==> src/rtl/async_fifo_wr_arbiter.sv <==
`default_nettype none
// ============================================================================
//  Module   : async_fifo_wr_arbiter
//  Purpose  : Shares the single write port of an async FIFO (wr_clk domain)
//             among NUM_REQ requesters. Round-robin arbitration with bounded
//             bursts: a granted requester keeps the port for at most
//             MAX_BURST beats, then the next requester in order gets a turn.
//             Only the FIFO full flag is observed; no read-domain logic.
//  Ports    : wr_clk        write-domain clock
//             wr_rst        asynchronous reset, active low
//             req_valid     per-requester beat valid            [NUM_REQ]
//             req_data      requester i data at [i*WIDTH +: WIDTH]
//             req_ready     per-requester beat accepted          [NUM_REQ]
//             fifo_full     FIFO full flag (wr_clk domain)
//             fifo_wr_en    FIFO write enable
//             fifo_data_in  FIFO write data                      [WIDTH]
//             grant_valid   a burst is currently granted
//             grant_id      granted requester index              [GW]
//  Revision : 1.0 - initial release
// ============================================================================
module async_fifo_wr_arbiter #(
    parameter  int NUM_REQ   = 4,
    parameter  int WIDTH     = 8,
    parameter  int MAX_BURST = 4,
    localparam int c_GW      = (NUM_REQ > 1) ? $clog2(NUM_REQ) : 1
) (
    input  logic                       wr_clk,
    input  logic                       wr_rst,
    input  logic [NUM_REQ-1:0]         req_valid,
    input  logic [NUM_REQ*WIDTH-1:0]   req_data,
    output logic [NUM_REQ-1:0]         req_ready,
    input  logic                       fifo_full,
    output logic                       fifo_wr_en,
    output logic [WIDTH-1:0]           fifo_data_in,
    output logic                       grant_valid,
    output logic [c_GW-1:0]            grant_id
);

    // Beat counter only needs to reach MAX_BURST-1 before the burst ends.
    localparam int              c_BW   = (MAX_BURST > 1) ? $clog2(MAX_BURST) : 1;
    localparam logic [c_BW-1:0] c_LAST = c_BW'(MAX_BURST - 1);

    typedef enum logic [0:0] {
        ST_IDLE  = 1'b0,
        ST_BURST = 1'b1
    } state_t;

    state_t             r_state;
    logic [c_GW-1:0]    r_rr_ptr;
    logic [c_BW-1:0]    r_beat_cnt;
    logic [c_GW-1:0]    r_grant_id;

    state_t             w_state_nxt;
    logic [c_GW-1:0]    w_rr_ptr_nxt;
    logic [c_BW-1:0]    w_beat_cnt_nxt;
    logic [c_GW-1:0]    w_grant_id_nxt;

    logic               w_any_valid;
    logic [c_GW-1:0]    w_sel_id;
    logic               w_g_valid;
    logic [WIDTH-1:0]   w_g_data;
    logic [NUM_REQ-1:0] w_g_onehot;
    logic               w_in_burst;
    logic               w_beat;
    logic [c_GW-1:0]    w_after_grant;

    // ------------------------------------------------------------------------
    // Round-robin scan: walk offsets from the highest down so that the
    // smallest offset from r_rr_ptr with a valid request wins.
    // ------------------------------------------------------------------------
    always_comb begin
        w_any_valid = 1'b0;
        w_sel_id    = '0;
        for (int k = NUM_REQ - 1; k >= 0; k--) begin
            if (req_valid[(int'(r_rr_ptr) + k) % NUM_REQ]) begin
                w_any_valid = 1'b1;
                w_sel_id    = c_GW'((int'(r_rr_ptr) + k) % NUM_REQ);
            end
        end
    end

    // ------------------------------------------------------------------------
    // Granted-requester mux. A compare-per-index mux keeps the part-select
    // bounded even when NUM_REQ is not a power of two.
    // ------------------------------------------------------------------------
    always_comb begin
        w_g_valid  = 1'b0;
        w_g_data   = '0;
        w_g_onehot = '0;
        for (int i = 0; i < NUM_REQ; i++) begin
            if (r_grant_id == c_GW'(i)) begin
                w_g_valid     = req_valid[i];
                w_g_data      = req_data[i*WIDTH +: WIDTH];
                w_g_onehot[i] = 1'b1;
            end
        end
    end

    assign w_in_burst    = (r_state == ST_BURST);
    // fifo_full gates every beat, so wr_en can never coincide with full.
    assign w_beat        = w_in_burst && w_g_valid && !fifo_full;
    assign w_after_grant = (r_grant_id == c_GW'(NUM_REQ - 1)) ? '0
                                                              : r_grant_id + 1'b1;

    assign req_ready     = (w_in_burst && !fifo_full) ? w_g_onehot : '0;
    assign fifo_wr_en    = w_beat;
    assign fifo_data_in  = w_in_burst ? w_g_data : '0;
    assign grant_valid   = w_in_burst;
    assign grant_id      = r_grant_id;

    // ------------------------------------------------------------------------
    // Next-state logic
    // ------------------------------------------------------------------------
    always_comb begin
        w_state_nxt    = r_state;
        w_rr_ptr_nxt   = r_rr_ptr;
        w_beat_cnt_nxt = r_beat_cnt;
        w_grant_id_nxt = r_grant_id;
        case (r_state)
            ST_IDLE: begin
                if (w_any_valid) begin
                    w_state_nxt    = ST_BURST;
                    w_grant_id_nxt = w_sel_id;
                    w_beat_cnt_nxt = '0;
                end
            end
            ST_BURST: begin
                if (!w_g_valid) begin
                    // Requester withdrew: end the burst without a beat.
                    w_state_nxt  = ST_IDLE;
                    w_rr_ptr_nxt = w_after_grant;
                end else if (w_beat) begin
                    if (r_beat_cnt == c_LAST) begin
                        w_state_nxt  = ST_IDLE;
                        w_rr_ptr_nxt = w_after_grant;
                    end else begin
                        w_beat_cnt_nxt = r_beat_cnt + 1'b1;
                    end
                end
                // Valid but FIFO full: hold grant and count unchanged.
            end
            default: begin
                w_state_nxt = ST_IDLE;
            end
        endcase
    end

    // ------------------------------------------------------------------------
    // State registers
    // ------------------------------------------------------------------------
    always_ff @(posedge wr_clk or negedge wr_rst) begin
        if (!wr_rst) begin
            r_state    <= ST_IDLE;
            r_rr_ptr   <= '0;
            r_beat_cnt <= '0;
            r_grant_id <= '0;
        end else begin
            r_state    <= w_state_nxt;
            r_rr_ptr   <= w_rr_ptr_nxt;
            r_beat_cnt <= w_beat_cnt_nxt;
            r_grant_id <= w_grant_id_nxt;
        end
    end

endmodule
`default_nettype wire

==> config.mk <==
export PLATFORM = sky130hd
export DESIGN_NAME = async_fifo_wr_arbiter
export DESIGN_NICKNAME = d
export VERILOG_FILES = /design/src/rtl/async_fifo_wr_arbiter.sv
export SDC_FILE = /design/constraint.sdc
export NUM_CORES = 1
export LEC_CHECK = 0
export CORE_MARGIN = 2
export CORE_UTILIZATION = 34
export CTS_BUF_LIST = sky130_fd_sc_hd__clkbuf_16
export CTS_CLUSTER_DIAMETER = 40
export CTS_CLUSTER_SIZE = 20
export DETAILED_ROUTE_END_ITERATION = 10
export PLACE_DENSITY = 0.78
export SKIP_LAST_GASP = 1
export SYNTH_ARGS = -nofsm -noshare
export SYNTH_HDL_FRONTEND = slang
export SYNTH_SLANG_ARGS = --single-unit
==> constraint.sdc <==
create_clock -name wr_clk -period 2.8 [get_ports wr_clk]
set_input_delay 0.7 -clock wr_clk [delete_from_list [all_inputs] [get_ports wr_clk]]
set_output_delay 0.7 -clock wr_clk [all_outputs]
set_load 0.1 [all_outputs]
## Word level (Yosys, flattened, before mapping)

Index checks and enable logic that the tools add are counted.

- $add $sub $neg: 5
- Magnitude comparators: 4
- Eq/ne operators: 10
- Mux-type cells: 47
- Bitwise logic cells: 4
- Reduce and logical (&&, ||, !) cells: 11

Operator list:

| kind | number |
|---|---|
| 2-to-1 mux 8 bit | 5 |
| 2-to-1 mux 2 bit | 12 |
| 2-to-1 mux 1 bit | 23 |
| < comparator 3 x 4 -> 1 bit (second input constant) | 3 |
| binary-select mux 1 bit (select 2 bit) | 4 |
| inequality test 2 bit (second input constant) | 4 |
| adder 2 x 1 -> 2 bit (second input constant) | 3 |
| == test 2 bit (second input constant) | 3 |
| OR reduction 2 bit | 3 |
| adder 2 bit (second input constant) | 2 |
| 2-to-1 mux 4 bit | 1 |
| inequality test 2 x 1 -> 1 bit (second input constant) | 2 |
| one-hot mux 2 bit (2 select lines) | 1 |
| AND reduction 4 bit | 1 |
| AND 1 bit (first input constant) | 3 |
| logical AND 1 bit | 3 |
| < comparator 2 x 3 -> 1 bit (second input constant) | 1 |
| AND reduction 3 bit | 1 |
| == test 2 x 1 -> 1 bit (second input constant) | 1 |
| logical NOT 2 bit | 1 |
| one-hot mux 1 bit (2 select lines) | 1 |
| AND reduction 2 bit | 1 |
| logical NOT 1 bit | 1 |
| inverter 1 bit | 1 |

- Bits in registers: 7
- Bits of input ports: 39
- Output and inout port bits: 16
- Logic and storage cells: 85

## Longest topological paths before layout

- Depth in word-level cells: 12
- Gate-level depth with buffers: 7
- Mapped depth without buffers: 6

## Worst setup path after synthesis

OpenSTA, ideal clock, no wires.

- Path kind: flip-flop to output port
- Start: register r_grant_id[0], in the netlist grant_id[0]
- End: output fifo_wr_en
- Arrival: 3,204 ps
- Data required time: 2,100 ps
- Slack: -1,104 ps
- Stages on the path, launching flop included: 7
- Path buffers: 1
- Cells stage by stage: dfrtp_1 inv_1 ha_1 buf_2 nor3b_1 a211o_1 nor2_1

- Cells in the longest elaborated chain, start to end: 7
- Elaborated cells on any way between the ends: 10
- Those cells by class: eq/ne (3); mux (4); reduce/logical (3)

Ends and longest elaborated chain:

| item | RTL line | RTL |
|---|---|---|
| start: declaration | 51 | `logic [c_GW-1:0] r_grant_id;` |
| start signal: assignment | 161 | `r_grant_id <= w_grant_id_nxt;` |
| logical NOT 2 bit | 91 | `if (r_grant_id == c_GW'(i)) begin` |
| 2-to-1 mux 1 bit (3 in a row) | 91 |  |
| 2-to-1 mux 1 bit * | 91 |  |
| logical AND 1 bit * (2 in a row) | 101 | `assign w_beat = w_in_burst && w_g_valid && !fifo_full;` |
| end: declaration | 33 | `output logic fifo_wr_en,` |

Every way passes the cells marked *; elsewhere a longest branch is shown, timed or not.

## Worst setup path in the final report

Same ends and word-level chain as after synthesis.

==> run_results.csv <==
group,metric,value,unit
detailed_routing,drtAntennaViolNets,0,
grt,grt-ovfl-total,0,
setup_path,r2r-start,"grant_id[0]",
layout,synthToLayoutAreaGrowth,119,%
setup_path,reg2reg_depth,8,
timing,drv_slew,0,
layout,final_cell_mix,"38 x clkdlybuf4s50_1, 14 x inv_1, 13 x buf_12, 13 x buf_4, 11 x a21oi_1",
setup_path,required,2100,ps
grt,met1_usage,0.247,
grt,track_usage,0.228,
detailed_routing,drtIter0Drc,25,
yosys,ys_warn_count,0,
setup_path,arrival,2040,ps
yosys,synth-simple-area-share,0.182,
yosys,synth-edff-count,0,
yosys,synth_compound_area_frac,0.335,
yosys,synth.area.mux_share,0.0693,
clock_network,htreeDepth,1,
layout,drive_gt1_frac,0.335,
setup_path,startpoint,"grant_id[0]",
layout,final_cells,186,
placement,gp_congestion,0.913,
detailed_routing,vias,1027,
yosys,synth.avg_cell_area,7.98,um2
yosys,ys_ff_latch,7,
yosys,synth_largest_area_cell,"dfrtp_1",
yosys,syn_area,758,um2
clock_network,cts_tree,"built",
timing,hold_violations,0,
grt,grt_pass1_vias,997,
detailed_routing,wire_per_inst,15.8,um
timing,finalCritPeriodShare,0.980,
layout,final_common_cell,"clkdlybuf4s50_1",
floorplanning,die-area,2620,um2
floorplanning,rows,17,
detailed_routing,drc_errors,0,
timing,clock_skew,2.97,ps
yosys,synth_area_leaders,"dfrtp_1 23%, a221oi_1 9.2%, a22o_1 9.2%",
placement,dp_hpwl,2310,um
timing,max-slew-margin-rel,0.492,
floorplanning,dieWidth,51.2,um
clock_network,clock_sinks,7,
timing,setup-violations-final,0,
layout,insertedDiodeCount,0,
yosys,synthAdderAreaFrac,0.0825,
setup_path,crit_type,"flip-flop to output pin",
layout,fillCellCount,167,
clock_network,clk_path_buf_depth,2,
yosys,synth_cell_types,26,
hold_path,hold_path_class,"flip-flop to flip-flop",
floorplanning,start_util,0.349,
grt,grt_max_degree,12,
grt,grt-busiest-layer,"met2",
flow_run,cap_violations,0,
setup_path,crit_path_end,"fifo_wr_en",
detailed_routing,wl,2940,um
floorplanning,coreArea,2170,um2
yosys,synth-seq-area-share,0.231,
clock_network,cts.clk_slew.worst_paths,40,ps
clock_network,cts-root-buf,"clkbuf_16",
grt,use_met2,0.433,
timing,rsz0062_at_grt,"true",
clock_network,cts_inserted_buffers,3,
grt,grt_first_pass_wirelength,4600,um
timing,worst_slew_pin_slew,752,ps
setup_path,r2r_setup_slack,350,ps
timing,max_freq,364,MHz
yosys,syn_inst,95,
yosys,synth-xor-area-share,0,
yosys,synth_top_area_share,0.231,
yosys,synth_top_family_by_area,"compound AO/OA/AOI/OAI gates",
run_status,status,"finished clean",
placement,placed_cells,180,
clock_network,clkLatencyLatePin,230,ps
detailed_routing,drtPass1Iterations,4,
yosys,synth-main-ff-cell,"dfrtp_1",
layout,fin_nets,203,
setup_path,end_kind,"output pin",
detailed_routing,vias_per_cell,5.52,
setup_path,start_kind,"flip-flop",
floorplanning,pin_count,55,
timing,finalCriticalPeriod,2740,ps
setup_path,rr_endpoint,"r_rr_ptr[1]",
placement,numPortBuffers,54,
grt,antenna_found_initial,0,
setup_path,cp_max_fo,11,
grt,grt_util_met3,0.0614,
yosys,synth_nets,139,
yosys,async_flop_share,1.00,
floorplanning,dieHeight,51.2,um
logic make-up (layout without fill, tap and decap cells):
group / after synthesis / count (layout)
multiplexers: 5 / 5
AO/OA/AOI/OAI: 35 / 35
buffers and inverters: 18 / 81
flip-flops: 7 / 7
adder cells (fa/ha/maj): 5 / 5
AND/OR/NAND/NOR: 25 / 25
per-layer routing:
layer,routed length [um],share of wire
met1,1070,0.37
met2,1510,0.51
met3,305,0.10
met4,48,0.016
met5,0,0
synthesized netlist by cell type (all sizes together) (2+ instances only):
cell	n
inv	13
a21oi	11
a221oi	8
a22o	8
dfrtp	7
nor2	6
and2	5
ha	5
nand2	5
buf	4
nor2b	4
mux2i	3
mux2	2
nor3b	2
o21ai	2
o31ai	2
o41ai	2
per-stage QoR:
step | hold WS (ps) | worst slack (ps) | setup TNS (ps) | area (um2) | utilization
finish | 495 | 55.6 | 0 | 1660 | 0.764
detailed placement | 491 | 143 | 0 | 1520 | 0.700
floorplan | 404 | 54.3 | 0 | 788 | -
CTS | 494 | 48.9 | 0 | 1600 | 0.736
global placement | 468 | 151 | 0 | 1520 | 0.700
global route | 497 | -15.5 | -27.6 | 1660 | 0.764
critical path, cell delays in order, from the launching register on:
cell and delay [ps]:
dfrtp_4 470, buf_4 160, ha_1 200, buf_4 190, nand3b_1 170, a211o_1 310, nor2_4 140, buf_12 180
worst min path at each step:
stage,from,to,slack (ps),cells past startpoint
2_1_floorplan,wr_rst,grant_valid,400,0
3_3_place_gp,r_beat_cnt[0],r_beat_cnt[0],470,1
3_5_place_dp,r_beat_cnt[0],r_beat_cnt[0],490,1
4_1_cts,r_beat_cnt[0],r_beat_cnt[0],490,1
5_1_grt,r_beat_cnt[0],r_beat_cnt[0],500,1
6_report,r_beat_cnt[0],r_beat_cnt[0],490,1
area by class of cell:
type | instances | area, um2 | share of cell area
Timing Repair Buffer | 64 | 738 | 0.445
Multi-Input combinational cell | 70 | 574 | 0.346
Sequential cell | 7 | 183 | 0.110
Clock buffer | 3 | 75.1 | 0.0453
Inverter | 13 | 48.8 | 0.0294
Tap cell | 28 | 35.0 | 0.0211
Clock inverter | 1 | 3.75 | 0.00226
sequential cells by signal, indices dropped and copies added, names as in the netlist:
signal	cells
r_rr_ptr	2
grant_id	2
grant_valid	1
r_beat_cnt	2
timing repair:
action / CTS / global route
hold buffers: 0 / 0
buffers inserted: 0 / 2
resized for setup: 0 / 7
setup endpoints to repair: 0 / 8
Power is not shown: default switching activity piles up to over one toggle a cycle in this logic, so the estimate is an artifact.
